**config.mk**
```make
export PLATFORM = sky130hd
export DESIGN_NAME = puf_seq_ctrl_flat
export DESIGN_NICKNAME = d
export VERILOG_FILES = /design/src/rtl/puf_seq_ctrl_if.sv /design/src/rtl/puf_seq_ctrl.sv /design/src/flat_wrapper.sv
export SDC_FILE = /design/constraint.sdc
export NUM_CORES = 1
export LEC_CHECK = 0
export BUFFER_PORTS_ARGS = -buffer_cell sky130_fd_sc_hd__buf_2
export CAP_MARGIN = 20
export CORE_ASPECT_RATIO = 0.8
export CORE_UTILIZATION = 45
export CTS_CLUSTER_DIAMETER = 120
export CTS_CLUSTER_SIZE = 12
export DETAILED_ROUTE_END_ITERATION = 10
export GPL_TIMING_DRIVEN = 0
export PLACE_DENSITY = 0.7
export SYNTH_ARGS = -nofsm -noshare
export SYNTH_HDL_FRONTEND = slang
export SYNTH_SLANG_ARGS = --single-unit
```
**constraint.sdc**
```tcl
create_clock -name clk -period 2.9 [get_ports clk]
set_input_delay 0.145 -clock clk [delete_from_list [all_inputs] [get_ports clk]]
set_output_delay 0.145 -clock clk [all_outputs]
set_load 0.05 [all_outputs]
```
**src/rtl/puf_seq_ctrl_if.sv**
```systemverilog
// puf_seq_ctrl_if: request/response valid-ready handshake between host logic and the PUF sequencer
interface puf_seq_ctrl_if #(
  parameter int CHAL_W = 32,
  parameter int RESP_W = 16
);
  logic              req_valid;
  logic              req_ready;
  logic [CHAL_W-1:0] req_chal;
  logic [1:0]        req_sel;
  logic [1:0]        req_len;
  logic              rsp_valid;
  logic              rsp_ready;
  logic [RESP_W-1:0] rsp_data;
  logic              rsp_so;
  modport master (
    output req_valid, req_chal, req_sel, req_len, rsp_ready,
    input  req_ready, rsp_valid, rsp_data, rsp_so
  );
  modport slave (
    input  req_valid, req_chal, req_sel, req_len, rsp_ready,
    output req_ready, rsp_valid, rsp_data, rsp_so
  );
endinterface

```
**src/rtl/puf_seq_ctrl.sv**
```systemverilog
// puf_seq_ctrl: loads a challenge into the PUF chain, resets and evaluates it, then shifts out the response
module puf_seq_ctrl #(
  parameter int CHAL_W   = 32,
  parameter int RESP_W   = 16,
  parameter int EVAL_CYC = 8,
  parameter int RST_CYC  = 2
) (
  input  logic             clk,
  input  logic             reset,
  input  logic             abort,
  puf_seq_ctrl_if.slave    bus,
  output logic             busy,
  output logic             puf_reset,
  output logic [1:0]       puf_sel,
  output logic [1:0]       puf_length,
  output logic             puf_si,
  output logic             puf_rstn,
  output logic             puf_clk_en,
  input  logic             puf_out,
  input  logic             puf_so
);
  localparam int EMAX = EVAL_CYC << 3;
  localparam int M1   = CHAL_W > RESP_W ? CHAL_W : RESP_W;
  localparam int MAXC = M1 > EMAX ? M1 : EMAX;
  localparam int CW   = $clog2(MAXC + 1);
  typedef enum logic [2:0] {IDLE, LOAD, ARM, EVAL, CAPT, DONE} state_t;
  state_t state, state_n;
  logic [CW-1:0] cnt, cnt_n;
  logic [CHAL_W-1:0] chal;
  logic accept, abort_hit, last;
  always_comb begin
    accept    = bus.req_valid && bus.req_ready;
    abort_hit = abort && state != IDLE;
    last      = (state == LOAD) ? cnt == CW'(CHAL_W - 1) :
                (state == ARM)  ? cnt == CW'(RST_CYC - 1) :
                (state == EVAL) ? cnt == CW'((EVAL_CYC << puf_length) - 1) :
                (state == CAPT) ? cnt == CW'(RESP_W - 1) : 1'b0;
    state_n   = abort_hit ? IDLE :
                (state == IDLE) ? (accept ? LOAD : IDLE) :
                (state == DONE) ? ((bus.rsp_valid && bus.rsp_ready) ? IDLE : DONE) :
                last ? state_t'(state + 3'd1) : state;
    cnt_n     = (state_n != state || state == IDLE || state == DONE) ? '0 : cnt + 1'b1;
  end
  // Outputs are registered from next-state values so they line up with the state they belong to
  always_ff @(posedge clk) begin
    if (reset) begin
      state         <= IDLE;
      cnt           <= '0;
      chal          <= '0;
      bus.req_ready <= 1'b0;
      bus.rsp_valid <= 1'b0;
      bus.rsp_data  <= '0;
      bus.rsp_so    <= 1'b0;
      busy          <= 1'b0;
      puf_reset     <= 1'b1;
      puf_sel       <= '0;
      puf_length    <= '0;
      puf_si        <= 1'b0;
      puf_rstn      <= 1'b0;
      puf_clk_en    <= 1'b0;
    end else begin
      state         <= state_n;
      cnt           <= cnt_n;
      chal          <= accept ? bus.req_chal << 1 : (state == LOAD) ? chal << 1 : chal;
      puf_sel       <= accept ? bus.req_sel : puf_sel;
      puf_length    <= accept ? bus.req_len : puf_length;
      puf_si        <= (state_n == LOAD) && (accept ? bus.req_chal[CHAL_W-1] : chal[CHAL_W-1]);
      puf_clk_en    <= state_n == LOAD || state_n == CAPT;
      puf_rstn      <= state_n != ARM;
      puf_reset     <= abort_hit;
      busy          <= state_n != IDLE;
      // One idle cycle after leaving DONE or aborting before a new request is taken
      bus.req_ready <= state == IDLE && state_n == IDLE;
      bus.rsp_valid <= state_n == DONE;
      bus.rsp_so    <= (state == LOAD && last) ? puf_so : bus.rsp_so;
      bus.rsp_data  <= (state == CAPT && !abort_hit) ? {bus.rsp_data[RESP_W-2:0], puf_out} : bus.rsp_data;
    end
  end
endmodule
```
**src/flat_wrapper.sv**
```systemverilog
// flat-port wrapper written by rule: the top's interface ports become plain ports
module puf_seq_ctrl_flat 
#(
  parameter int CHAL_W   = 32,
  parameter int RESP_W   = 16,
  parameter int EVAL_CYC = 8,
  parameter int RST_CYC  = 2
)
  (clk, reset, abort, busy, puf_reset, puf_sel, puf_length, puf_si, puf_rstn, puf_clk_en, puf_out, puf_so, bus_req_valid, bus_req_chal, bus_req_sel, bus_req_len, bus_rsp_ready, bus_req_ready, bus_rsp_valid, bus_rsp_data, bus_rsp_so);
  puf_seq_ctrl_if #(.CHAL_W(CHAL_W), .RESP_W(RESP_W)) bus_i ();
  input  logic clk;
  input  logic reset;
  input  logic abort;
  output logic busy;
  output logic puf_reset;
  output logic [1:0] puf_sel;
  output logic [1:0] puf_length;
  output logic puf_si;
  output logic puf_rstn;
  output logic puf_clk_en;
  input  logic puf_out;
  input  logic puf_so;
  input wire logic [$bits(bus_i.req_valid)-1:0] bus_req_valid;
  input wire logic [$bits(bus_i.req_chal)-1:0] bus_req_chal;
  input wire logic [$bits(bus_i.req_sel)-1:0] bus_req_sel;
  input wire logic [$bits(bus_i.req_len)-1:0] bus_req_len;
  input wire logic [$bits(bus_i.rsp_ready)-1:0] bus_rsp_ready;
  output wire logic [$bits(bus_i.req_ready)-1:0] bus_req_ready;
  output wire logic [$bits(bus_i.rsp_valid)-1:0] bus_rsp_valid;
  output wire logic [$bits(bus_i.rsp_data)-1:0] bus_rsp_data;
  output wire logic [$bits(bus_i.rsp_so)-1:0] bus_rsp_so;
  assign bus_i.req_valid = bus_req_valid;
  assign bus_i.req_chal = bus_req_chal;
  assign bus_i.req_sel = bus_req_sel;
  assign bus_i.req_len = bus_req_len;
  assign bus_i.rsp_ready = bus_rsp_ready;
  assign bus_req_ready = bus_i.req_ready;
  assign bus_rsp_valid = bus_i.rsp_valid;
  assign bus_rsp_data = bus_i.rsp_data;
  assign bus_rsp_so = bus_i.rsp_so;
  puf_seq_ctrl #(.CHAL_W(CHAL_W), .RESP_W(RESP_W), .EVAL_CYC(EVAL_CYC), .RST_CYC(RST_CYC)) u_core (.clk(clk), .reset(reset), .abort(abort), .bus(bus_i), .busy(busy), .puf_reset(puf_reset), .puf_sel(puf_sel), .puf_length(puf_length), .puf_si(puf_si), .puf_rstn(puf_rstn), .puf_clk_en(puf_clk_en), .puf_out(puf_out), .puf_so(puf_so));
endmodule
```
Word-level counts from Yosys, hierarchy flattened
Cells that the tools add are included.
{"block": "totals", "regBits": 69, "in_bits": 43, "out_inout_bits": 28, "word_cells": 62}
{"block": "op_classes", "n_addsub": 3, "n_eq_ne": 14, "shifts": 1, "mux": 13, "reduce_logical": 17}
{"cell": "2-to-1 mux 32 bit", "count": 2}
{"cell": "2-to-1 mux 3 bit", "count": 5}
{"cell": "== test 3 bit, second input constant", "count": 4}
{"cell": "adder 7 x 1 -> 7 bit, second input constant", "count": 1}
{"cell": "== test 7 x 1 -> 1 bit, second input constant", "count": 1}
{"cell": "== test 7 x 4 -> 1 bit, second input constant", "count": 1}
{"cell": "== test 7 x 5 -> 1 bit, second input constant", "count": 1}
{"cell": "== test 7 bit", "count": 1}
{"cell": "logical AND 1 bit", "count": 7}
{"cell": "left shift 4 x 2 -> 7 bit, first input constant", "count": 1}
{"cell": "subtractor 7 x 2 -> 7 bit, second input constant", "count": 1}
{"cell": "== test 3 x 1 -> 1 bit, second input constant", "count": 2}
{"cell": "== test 3 x 2 -> 1 bit, second input constant", "count": 2}
{"cell": "zero test 3 bit", "count": 2}
{"cell": "2-to-1 mux 1 bit", "count": 6}
{"cell": "nonzero test 3 bit", "count": 2}
{"cell": "adder 3 x 1 -> 3 bit, second input constant", "count": 1}
{"cell": "logical OR 1 bit", "count": 3}
{"cell": "!= test 3 x 2 -> 1 bit, second input constant", "count": 1}
{"cell": "!= test 3 bit", "count": 1}
{"cell": "nonzero test 2 bit", "count": 1}
{"cell": "OR reduction 2 bit", "count": 1}
{"cell": "zero test 1 bit", "count": 1}

Depth between registers and ports, before layout
{"block": "logic_depth", "word_depth": 14, "depth_mapped": 10, "mapped_depth_nobuf": 9}

Least setup slack after synthesis
No wires, ideal clock.
{"block": "synth_path", "path_type": "register to register", "startpoint": "reg u_core.state[2]", "endpoint": "reg u_core.busy", "setup_ps": 67, "arrival_ps": 2097, "required_time_ps": 2833, "path_slack_ps": 735, "path_stages_with_launch": 11, "n_path_buf": 1, "period_less_slack_ps": 2165, "cell_sequence": "dfxtp_1 -> buf_2 -> inv_1 -> ha_1 -> nand4bb_1 -> o22ai_1 -> a22o_1 -> o32ai_4 -> mux2i_1 -> or4_4 -> a21oi_2"}
{"block": "synth_via", "elab_chain_len": 10, "word_cells_on_any_way": 18, "cone_classes": "add/sub (1); eq/ne (5); mux (8); reduce/logical (4)"}
{"item": "start: declaration", "line_no": "puf_seq_ctrl.sv:27", "text": "state_t state, state_n;"}
{"item": "start signal: assignment", "line_no": "puf_seq_ctrl.sv:62", "text": "state <= state_n;"}
{"item": "== test 3 bit", "line_no": "puf_seq_ctrl.sv:37", "text": "(state == CAPT) ? cnt == CW'(RESP_W - 1) : 1'b0;"}
{"item": "2-to-1 mux 1 bit", "line_no": "puf_seq_ctrl.sv:37"}
{"item": "2-to-1 mux 1 bit", "line_no": "puf_seq_ctrl.sv:36", "text": "(state == EVAL) ? cnt == CW'((EVAL_CYC << puf_length) - 1) :"}
{"item": "2-to-1 mux 1 bit", "line_no": "puf_seq_ctrl.sv:35", "text": "(state == ARM) ? cnt == CW'(RST_CYC - 1) :"}
{"item": "2-to-1 mux 1 bit", "line_no": "puf_seq_ctrl.sv:34", "text": "last = (state == LOAD) ? cnt == CW'(CHAL_W - 1) :"}
{"item": "2-to-1 mux 3 bit", "line_no": "puf_seq_ctrl.sv:41", "text": "last ? state_t'(state + 3'd1) : state;"}
{"item": "2-to-1 mux 3 bit", "line_no": "puf_seq_ctrl.sv:40", "text": "(state == DONE) ? ((bus.rsp_valid && bus.rsp_ready) ? IDLE : DONE) :"}
{"item": "2-to-1 mux 3 bit", "line_no": "puf_seq_ctrl.sv:39", "text": "(state == IDLE) ? (accept ? LOAD : IDLE) :"}
{"item": "2-to-1 mux 3 bit (*)", "line_no": "puf_seq_ctrl.sv:38", "text": "state_n = abort_hit ? IDLE :"}
{"item": "nonzero test 3 bit (*)", "line_no": "puf_seq_ctrl.sv:71", "text": "busy <= state_n != IDLE;"}
{"item": "end signal: assignment", "line_no": "puf_seq_ctrl.sv:54", "text": "busy <= 1'b0;"}
{"item": "end signal: assignment", "line_no": "puf_seq_ctrl.sv:71"}
{"item": "end: declaration", "line_no": "puf_seq_ctrl.sv:12", "text": "output logic busy,"}
Every way passes the cells marked *; elsewhere a longest branch is shown, timed or not.
A chain may end at the register's enable or synchronous reset.

Worst setup path after layout
{"block": "layout_path", "startpoint": "reg u_core.state[2]", "endpoint": "reg u_core.puf_rstn"}
{"block": "layout_via", "elab_chain_len": 10, "word_cells_on_any_way": 18, "cone_classes": "add/sub (1); eq/ne (6); mux (8); reduce/logical (3)"}
{"item": "== test 3 bit", "line_no": "puf_seq_ctrl.sv:37"}
{"item": "2-to-1 mux 1 bit", "line_no": "puf_seq_ctrl.sv:37"}
{"item": "2-to-1 mux 1 bit", "line_no": "puf_seq_ctrl.sv:36"}
{"item": "2-to-1 mux 1 bit", "line_no": "puf_seq_ctrl.sv:35"}
{"item": "2-to-1 mux 1 bit", "line_no": "puf_seq_ctrl.sv:34"}
{"item": "2-to-1 mux 3 bit", "line_no": "puf_seq_ctrl.sv:41"}
{"item": "2-to-1 mux 3 bit", "line_no": "puf_seq_ctrl.sv:40"}
{"item": "2-to-1 mux 3 bit", "line_no": "puf_seq_ctrl.sv:39"}
{"item": "2-to-1 mux 3 bit (*)", "line_no": "puf_seq_ctrl.sv:38"}
{"item": "!= test 3 x 2 -> 1 bit (*)", "line_no": "puf_seq_ctrl.sv:69", "text": "puf_rstn <= state_n != ARM;"}
{"item": "end signal: assignment", "line_no": "puf_seq_ctrl.sv:59", "text": "puf_rstn <= 1'b0;"}
{"item": "end signal: assignment", "line_no": "puf_seq_ctrl.sv:69"}
{"item": "end: declaration", "line_no": "puf_seq_ctrl.sv:17", "text": "output logic puf_rstn,"}
Marked as above.

==> metrics.md <==
| Metric | Value |
|---|---|
| First-pass GRT wire length | `11,030 µm` |
| Max frequency | `407.4 MHz` |
| Setup CP Type | `register to register` |
| #FFs+latches synth | `69` |
| Power per Cell Area | `540.7 nW/µm²` |
| Final net count | `464` |
| Initial Util | `47.11%` |
| Cells after Synth | `333` |
| Wire length per cell | `13.42 µm` |
| H-tree Lvls | `3` |
| CTS tree | `built` |
| Initial antenna violation count | `0` |
| Final wirelength | `6748 µm` |
| Post_cts resized | `0` |
| Synth async-reset ratio | `0%` |
| Part of the cycle the worst path needs | `84.65%` |
| Num CTS Buffers | `9` |
| R2r setup slk | `0.45 ns` |
| Internal power | `1.488 mW` |
| # hold bufs at CTS | `0` |
| Critical Path Start | `u_core.state[2]$_SDFF_PP0_` |
| Reg2reg end | `u_core.puf_rstn$_SDFF_PP0_` |
| Postcts setup bufs | `0` |
| Fraction of layout instances using a drive strength above 1 | `24.58%` |
| Crit-path slowest cell | `a211oi_2` |
| Crit end category | `register` |
| Worst setup margin | `0.4453 ns` |
| Area Growth Syn to Fin | `21.57%` |
| Leak | `1.656 nW` |
| Post-synth EDFFs | `0` |
| I/O Buffers | `70` |
| Hold Crit Depth | `3` |
| CP startpoint kind | `register` |
| Ports | `71` |
| Clock-pin slew on the worst setup and hold paths | `0.07 ns` |
| Post-synthesis instance area | `3034 µm²` |
| Worst vdd ir | `281.9 µV` |
| Pins Over Slew Limit | `0` |
| Worst min path class | `input pin to register` |
| Clk sink count | `69` |
| Placed cell count | `487` |
| # diodes | `0` |
| Yosys Warn Count | `0` |
| Hold Path Sink | `u_core.puf_length[1]$_SDFFE_PP0P_` |
| Least-Margin Pin Slew | `0.6524 ns` |
| CP arrival | `2.66 ns` |
| Max Root-Sink Buffers | `2` |
| CP required | `3.10 ns` |
| GRT Total Usage | `20.25%` |
| CP max FO | `9` |
| Shortest period the worst path allows | `2.455 ns` |
| Logic pwr share | `10.1%` |
| Placeable Area | `6441 µm²` |
| Slew headroom | `56.51%` |
| Largest net degree at the start of global routing | `13` |
| Post-DP Area | `3490 µm²` |
| Most common cell in the synthesized netlist | `dfxtp_1` |
| Endpoints failing hold | `0` |
| Grt ovf | `0` |
| Cell taking the most area after synthesis | `dfxtp_1` |
| Worst hold path startpoint | `bus_req_len[1]` |
| Post-route ant nets | `0` |
| Yosys top cell area share | `45.53%` |
| Clk pwr share | `39.1%` |
| Worst-path cell chain | `buf_2, inv_1, ha_1, nand4bb_1, o22ai_1, a22o_1, o32ai_4, xnor2_1, a211oi_2, a21oi_1` |
| Sequential power share | `50.7%` |
| Synth top cells by count | `dfxtp_1, nand2_1, nor2_1, mux2i_1, a211oi_1` |
| Main area contributors after synthesis | `dfxtp_1, mux2i_1, a211oi_1` |
| Seq/Total Area, Yosys | `45.53%` |
| Sum Neg Setup Slack | `0 ns` |
| Post-Syn Nets | `383` |
| 1st-iter DRT viols | `120` |
| Net Sw Frac | `25.40%` |
| Reg2reg start | `u_core.state[2]$_SDFF_PP0_` |
| NetSw | `0.5066 mW` |
| Top FF cell, synth | `dfxtp_1` |
| CTS root buf | `clkbuf_8` |
| Max Cap Viol | `0` |
| Worst Hold Slack | `0.03658 ns` |
| Synth cell types | `44` |
| Die area | `7077 µm²` |
| Pre-CTS setup slack | `0.4594 ns` |
| DRC | `0` |
| Status | `complete, no violations` |
| Number of global-route vias before repair | `2,400` |
| Placer Congestion | `0.7996` |
| Syn_area_per_cell | `9.112 µm²` |
| Worst path max stage delay | `0.39 ns` |
| Dpl hpwl | `4908 µm` |
| Worst-skew pair later-pin latency | `0.34 ns` |
| RSZ-0062 raised after global routing | `no` |
| Finish-stage setup viols | `0` |
| Final cell count without fillers | `503` |
| Via count | `2,605` |
| Die height | `75.45 µm` |
| DR pass1 iterations | `4` |
| Reg2reg path depth | `10` |
| Vias per cell | `5.179` |
| Die W | `93.81 µm` |
| Fill cell count | `611` |
| Final instance area | `3689 µm²` |
| Total power | `1.994 mW` |
| Site row count | `26` |
| Layout Utilization | `57.27%` |
| Clock skew | `0.005797 ns` |
[power by group through the flow]
stage | clock network (mW) | registers [mW] | logic (mW)
after detailed placement | 0 | 1.03 | 0.201
after floorplan | 0 | 1.05 | 0.112
after CTS | 0.796 | 1.01 | 0.202
final | 0.781 | 1.01 | 0.202
after global routing | 0.832 | 1.02 | 0.223
after global placement | 0 | 1.03 | 0.197
[state kept, by name (all words and copies together), names as in the netlist, 2 cells and up]
name and count:
u_core.state 3, u_core.cnt 7, u_core.chal 31, u_core.puf_sel 2, u_core.bus.rsp_data 16, u_core.puf_length 2
[final cells by class]
| class | instances | area [µm²] | share of cell area (%) |
|---|---|---|---|
| Sequential cell | 69 | 1381 | 37.45 |
| Clock inverter | 6 | 61.31 | 1.662 |
| Tap cell | 84 | 105.1 | 2.849 |
| Inverter | 6 | 22.52 | 0.6106 |
| Multi-Input combinational cell | 237 | 1546 | 41.93 |
| Buffer | 21 | 83.83 | 2.273 |
| Timing Repair Buffer | 70 | 350.3 | 9.498 |
| Clock buffer | 10 | 137.6 | 3.731 |
[cell families after synthesis]
kind of cell	after synthesis	share of synthesized area, %
flops	69	45.53
mux	32	10.56
compound gates	75	18.72
fa+ha+maj	7	2.886
buf+inv	27	3.505
simple gates	117	17.07
xor+xnor	6	1.732
[how the worst max path moves through the flow]
stage | end | slack, ns | cells after the start
after floorplan | u_core.busy$_SDFF_PP0_ | 0.74 | 10
after global placement | u_core.puf_rstn$_SDFF_PP0_ | 0.48 | 10
after detailed placement | u_core.puf_rstn$_SDFF_PP0_ | 0.46 | 10
final | u_core.puf_rstn$_SDFF_PP0_ | 0.45 | 10
after CTS | u_core.puf_rstn$_SDFF_PP0_ | 0.45 | 10
after global routing | u_core.puf_rstn$_SDFF_PP0_ | 0.18 | 10
[cells in the final DEF, fill, tap and decap left out, drive strengths merged, types with 2 or more instances in the layout]
master	count
clkbuf	22
nand4bb	2
o22ai	3
xor2	2
xnor2	4
nor2	44
dfxtp	69
buf	79
a2111oi	2
a211oi	31
and2	2
ha	7
clkinv	3
nand2	48
a21oi	26
and3	4
o21ai	2
inv	7
nand3	5
nor3	4
a22o	2
mux2i	32
[per-layer routing]
| metal | vias up | wire (µm) | track usage [%] |
|---|---|---|---|
| met5 | - | 0 | 0 |
| met4 | 0 | 55 | 6.667 |
| met3 | 6 | 267 | 5.689 |
| met2 | 40 | 3047 | 32.44 |
| met1 | 1226 | 3377 | 26.70 |
| li1 | 1333 | - | - |
[critical path, delay by kind of cell (launching register included)]
| family | cells | cell delay (ns) |
|---|---|---|
| AOI/OAI and AO/OA | 5 | 1.02 |
| adders and majority gates | 1 | 0.24 |
| buffers and inverters | 2 | 0.35 |
| DFF | 1 | 0.31 |
| and+or+nand+nor | 1 | 0.18 |
| xor gates and xnor gates | 1 | 0.20 |
Note: power is estimated with default switching activity, not from simulation.
